$ cat src/rtl/regfile_pkg.sv
// Shared constants and the write-port priority resolver for the multi-port register file.
package regfile_pkg;

  localparam int XLEN_D = 32;
  localparam int NREGS_D = 32;
  localparam int MAX_WR = 4;

  typedef struct packed {
    logic       valid;
    logic [1:0] port;
  } wr_sel_t;

  // hits[j] = port j is enabled and targets the address of interest; highest index wins.
  function automatic wr_sel_t wr_winner(input logic [MAX_WR-1:0] hits);
    wr_sel_t sel;
    sel = '0;
    for (int j = 0; j < MAX_WR; j++) begin
      if (hits[j]) begin
        sel.valid = 1'b1;
        sel.port  = 2'(j);
      end
    end
    return sel;
  endfunction

endpackage

$ cat src/rtl/regfile_read_lane.sv
// One registered read lane: latched address, output register and the stall/bypass/zero mux.
module regfile_read_lane
  import regfile_pkg::*;
#(
  parameter int XLEN     = XLEN_D,
  parameter int AW       = 5,
  parameter int NWR      = 1,
  parameter int ZERO_REG = 1,
  parameter int BYPASS   = 1
) (
  input  logic              CLK,
  input  logic              RESET,
  input  logic              i_stall,
  input  logic [AW-1:0]     i_rd_adrs,
  input  logic [XLEN-1:0]   i_word,
  input  logic [NWR-1:0]    i_wr_en,
  input  logic [NWR*AW-1:0] i_wr_adrs,
  input  logic [NWR*XLEN-1:0] i_wr_data,
  output logic [AW-1:0]     o_sel_adrs,
  output logic [XLEN-1:0]   o_rd_data
);

  logic [AW-1:0]     r_adrs;
  logic [XLEN-1:0]   r_data;
  logic [AW-1:0]     w_adrs;
  logic [MAX_WR-1:0] w_hits;
  wr_sel_t           w_sel;
  logic [XLEN-1:0]   w_wdata;
  logic [XLEN-1:0]   w_next;

  // While stalled the lane keeps looking at the register it latched earlier.
  assign w_adrs     = i_stall ? r_adrs : i_rd_adrs;
  assign o_sel_adrs = w_adrs;
  assign o_rd_data  = r_data;

  always_comb begin
    // NOTE: every combinational output gets a default first so no latch is inferred.
    w_hits  = '0;
    w_wdata = '0;
    for (int j = 0; j < NWR; j++) begin
      w_hits[j] = i_wr_en[j] && (i_wr_adrs[j*AW +: AW] == w_adrs);
    end
    w_sel = wr_winner(w_hits);
    for (int j = 0; j < NWR; j++) begin
      if (w_sel.port == 2'(j)) w_wdata = i_wr_data[j*XLEN +: XLEN];
    end
  end

  always_comb begin
    w_next = r_data;
    if (ZERO_REG != 0 && w_adrs == '0) begin
      w_next = '0;
    end else if (i_stall) begin
      // A held lane still follows writes to its register so it is never stale on release.
      if (w_sel.valid) w_next = w_wdata;
    end else if (BYPASS != 0 && w_sel.valid) begin
      w_next = w_wdata;
    end else begin
      w_next = i_word;
    end
  end

  // NOTE: sequential state uses non-blocking assignments only.
  always_ff @(posedge CLK or posedge RESET) begin
    if (RESET) begin
      r_adrs <= '0;
      r_data <= '0;
    end else begin
      if (!i_stall) r_adrs <= i_rd_adrs;
      r_data <= w_next;
    end
  end

endmodule

$ cat src/rtl/regfile_mp.sv
// Parametrised multi-port integer register file: storage array, write ports and NRD read lanes.
module regfile_mp
  import regfile_pkg::*;
#(
  parameter int XLEN     = XLEN_D,
  parameter int NREGS    = NREGS_D,
  parameter int NRD      = 2,
  parameter int NWR      = 1,
  parameter int ZERO_REG = 1,
  parameter int BYPASS   = 1,
  localparam int AW      = $clog2(NREGS)
) (
  input  logic                CLK,
  input  logic                RESET,
  input  logic                STALL,
  input  logic [NRD*AW-1:0]   RD_ADRS,
  output logic [NRD*XLEN-1:0] RD_DATA,
  input  logic [NWR-1:0]      WR_EN,
  input  logic [NWR*AW-1:0]   WR_ADRS,
  input  logic [NWR*XLEN-1:0] WR_DATA
);

  logic [XLEN-1:0] r_regs [NREGS];

  // NOTE: the array is cleared by the asynchronous reset, so it is built from flops, not a RAM macro.
  always_ff @(posedge CLK or posedge RESET) begin
    if (RESET) begin
      for (int i = 0; i < NREGS; i++) r_regs[i] <= '0;
    end else begin
      // Ascending port order: the last assignment, i.e. the highest enabled port, wins.
      for (int j = 0; j < NWR; j++) begin
        if (WR_EN[j] && !(ZERO_REG != 0 && WR_ADRS[j*AW +: AW] == '0)) begin
          r_regs[WR_ADRS[j*AW +: AW]] <= WR_DATA[j*XLEN +: XLEN];
        end
      end
    end
  end

  for (genvar k = 0; k < NRD; k++) begin : g_lane
    logic [AW-1:0]   w_sel_adrs;
    logic [XLEN-1:0] w_word;

    assign w_word = r_regs[w_sel_adrs];

    regfile_read_lane #(
      .XLEN     (XLEN),
      .AW       (AW),
      .NWR      (NWR),
      .ZERO_REG (ZERO_REG),
      .BYPASS   (BYPASS)
    ) u_lane (
      .CLK        (CLK),
      .RESET      (RESET),
      .i_stall    (STALL),
      .i_rd_adrs  (RD_ADRS[k*AW +: AW]),
      .i_word     (w_word),
      .i_wr_en    (WR_EN),
      .i_wr_adrs  (WR_ADRS),
      .i_wr_data  (WR_DATA),
      .o_sel_adrs (w_sel_adrs),
      .o_rd_data  (RD_DATA[k*XLEN +: XLEN])
    );
  end

endmodule

$ cat config.mk
export PLATFORM = sky130hd
export DESIGN_NAME = regfile_mp
export DESIGN_NICKNAME = d
export VERILOG_FILES = /design/src/rtl/regfile_pkg.sv /design/src/rtl/regfile_read_lane.sv /design/src/rtl/regfile_mp.sv
export SDC_FILE = /design/constraint.sdc
export NUM_CORES = 2
export LEC_CHECK = 0
export ABC_CLOCK_PERIOD_IN_PS = 67200
export CAP_MARGIN = 25
export CORE_MARGIN = 2
export CORE_UTILIZATION = 25
export CTS_BUF_LIST = sky130_fd_sc_hd__clkbuf_8
export DETAILED_ROUTE_END_ITERATION = 8
export GPL_TIMING_DRIVEN = 0
export HOLD_SLACK_MARGIN = 0.08
export PLACE_DENSITY_LB_ADDON = 0.2
export SETUP_SLACK_MARGIN = 0.5
export SKIP_LAST_GASP = 1
export SYNTH_ARGS = -nofsm -noshare
export SYNTH_HDL_FRONTEND = slang
export SYNTH_HIERARCHICAL = 1
export SYNTH_SLANG_ARGS = --single-unit
export TNS_END_PERCENT = 50
$ cat constraint.sdc
create_clock -name CLK -period 67.2 [get_ports CLK]
set_clock_uncertainty 0.2 [all_clocks]
set_input_delay 16.8 -clock CLK [delete_from_list [all_inputs] [get_ports CLK]]
set_output_delay 16.8 -clock CLK [all_outputs]
set_load 0.01 [all_outputs]
==> summary.md <==
| Metric | Value |
|---|---|
| Status | `finished, final reports clean` |
| Clock Latency Late Sink | `0.97 ns` |
| Port bufs | `113` |
| Final Critical Period | `20.21 ns` |
| # IOs | `115` |
| Synth Register Bits | `1,098` |
| Synth Area in Compound Gates | `8.15%` |
| Clock transition at path regs | `0.06 ns` |
| CP Launch Type | `input pin` |
| DR pass1 iterations | `5` |
| Number of global-route vias before repair | `45,700` |
| Die span in x | `494 um` |
| Fin Setup TNS | `0 ns` |
| Worst hold-check path type | `reg2reg` |
| Total Wirelength | `270 mm` |
| Final hold slack | `0.278 ns` |
| Worst-Margin Slew | `1.19 ns` |
| M1 WL | `122 mm` |
| # hold bufs at CTS | `0` |
| Post-CTS resize count | `0` |
| Synthesis-to-finish area growth | `16.5%` |
| Mux share of post-synthesis cell area | `37.0%` |
| Worst Path Arrival | `20.84 ns` |
| Core box area | `0.238 mm2` |
| Max-slew headroom | `20.9%` |
| Synthesized Nets | `4,987` |
| Clock sinks | `1,098` |
| RSZ-0062 raised after global routing | `false` |
| Global route overflow | `0` |
| Pwr Density | `30.3 mW/mm2` |
| Synth async-reset ratio | `100%` |
| Vias post-DR | `45,100` |
| Final setup violation count | `0` |
| Total track usage | `21.7%` |
| Die area | `0.244 mm2` |
| Root Driver | `clkbuf_8` |
| Max Cap Violations | `0` |
| Clock Tree Buf Depth | `3` |
| Max-slew violation count | `0` |
| Routed wl met3 | `19.2 mm` |
| Synth cell types | `39` |
| GPL Wtd Cong | `0.943` |
| Post-DR vias/cell | `5.22` |
| Synthesized area | `0.0599 mm2` |
| DP Wirelength | `212 mm` |
| Die Y | `494 um` |
| Final-stage net count | `5,342` |
| Post-Synth Simple-Gate Area | `4.21%` |
| Main synth FF type | `dfrtp_1` |
| Post-route setup slack | `46.99 ns` |
| Req. time, crit path | `67.83 ns` |
| Most frequent cells after synthesis | `dfrtp_1 (1,098), mux2i_1 (1,088), mux2_2 (956), clkbuf_1 (246), nand2_1 (214)` |
| Avg Inst Size Synth | `12.1 um2` |
| Critical Path End Type | `flip-flop` |
| Post-route antenna net violation count | `0` |
| 1st-iter DRT viols | `4,436` |
| Dpl ws | `46.13 ns` |
| Global-route wire length before repair | `370 mm` |
| Num CTS Buffers | `201` |
| Pin count of the biggest net entering global routing | `125` |
| DR WL/cell | `31.3 um` |
| Yosys warning count | `6` |
| Count leader, synth | `dfrtp_1` |
| Cell count after synthesis | `4,936` |
| CP max FO | `10` |
| Maximum vdd drop | `0.0142 mV` |
| Lkg Pwr | `32.3 nW` |
| Largest family of logic cells by synthesized area | `multiplexers` |
| Top Layer Used | `met4` |
| Metal2 WL | `116 mm` |
| Initial Util | `25.2%` |
| Tcrit/Tclk final | `30.1%` |
| # rows | `179` |
| Xor and xnor area share after synthesis | `0.196%` |
| Fmax | `49.5 MHz` |
| Area leader, netlist | `dfrtp_1` |
| Htree depth | `4` |
| Cells taking the most area after synthesis | `dfrtp_1 (46%), mux2i_1 (18%), mux2_2 (18%)` |
| Drt drc | `0` |
| Initial antenna violation count | `13` |
| Crit path kind | `in2reg` |
| Sequential share of the synthesized area | `45.8%` |
| Post-Synth Adder-Cell Area | `0%` |
| EDFF count, synth | `0` |
| Top-area cell type share of the netlist area | `45.8%` |
| Final Power | `2.12 mW` |
| Setup bufs post-CTS | `0` |
| CTS tree | `built` |
| Final Hold Fails | `0` |
| Layout cells sized above 1 | `28.3%` |
## layout by cell type (no fill, tap or decap), drive strengths merged, types with 5 or more instances in the layout
master / instances
diode: 13
inv: 99
a31oi: 64
a22oi: 192
o211a: 64
nand3: 194
or2: 5
clkdlybuf4s50: 113
mux2i: 1090
nor2: 19
xnor2: 8
dfrtp: 1098
a21oi: 192
o21ai: 64
nor3: 65
buf: 300
clkbuf: 506
clkinv: 5
mux2: 1000
a22o: 128
nand2: 214
## where the power goes
group | switching (mW) | internal [mW]
sequential | 0.106 | 0.792
combinational | 0.317 | 0.253
clock | 0.307 | 0.343
## per-stage QoR
stage	instance area, um2	utilization [%]	instances
after floorplan	59900	-	4936
after global placement	65000	27.3	8216
after detailed placement	65700	27.6	8251
after CTS	69700	29.3	8613
after global routing	69800	29.3	8620
final	69800	29.3	8630
## cell families (layout without fill, tap and decap cells)
family                    Yosys count  count (layout)
buffers and inverters             512            1026
and+or+nand+nor                   522             522
muxes                            2090            2090
DFF                              1098            1098
xor gates and xnor gates           10              10
AOI/OAI and AO/OA                 704             704
other                               0              13
## worst max-delay path, cell delays in order
cell and delay [ns]:
clkdlybuf4s50_1 0.51, mux2_4 0.26, and2_1 0.16, buf_2 0.37, buf_2 0.59, clkbuf_1 0.88, a22oi_1 0.24, nand3_1 0.22
nand3_1 0.31, mux2i_1 0.21, o21ai_0 0.11, o211a_1 0.15
## state kept, by name, summed over array words and instances, names as in the netlist
name,flops
r_regs,1024
g_lane.u_lane/o_rd_data,64
g_lane.u_lane/r_adrs,10
## final cells by class
type / count / area (um2)
Clock buffer: 260 / 3580
Multi-Input combinational cell: 3326 / 29700
Antenna cell: 13 / 32.5
Tap cell: 3167 / 3960
Fill cell: 24600 / 168000
Timing Repair Buffer: 152 / 1880
Buffer: 507 / 2710
Clock inverter: 102 / 427
Inverter: 5 / 26.3
Sequential cell: 1098 / 27500
## worst paths after layout
kind / from / end / slack, ns / cells after the start
max: RD_ADRS[5] / g_lane[1].u_lane/o_rd_data[11] / 46.99 / 12
min: r_regs[1001] / r_regs[1001] / 0.28 / 1
max reg2reg: g_lane[1].u_lane/r_adrs[0] / g_lane[1].u_lane/o_rd_data[12] / 62.98 / 11
min reg2reg: r_regs[1001] / r_regs[1001] / 0.28 / 1
max in group asynchronous: RESET / r_regs[131] / 48.26 / 6
min in group asynchronous: RESET / r_regs[724] / 16.11 / 2
## per-layer routing
metal	global-route usage [%]	up-vias
met5	0	-
met4	9.77	0
met3	4.64	416
met2	32.3	1759
met1	30.1	23900
li1	-	19000
Note: power is estimated with default switching activity, not from simulation.
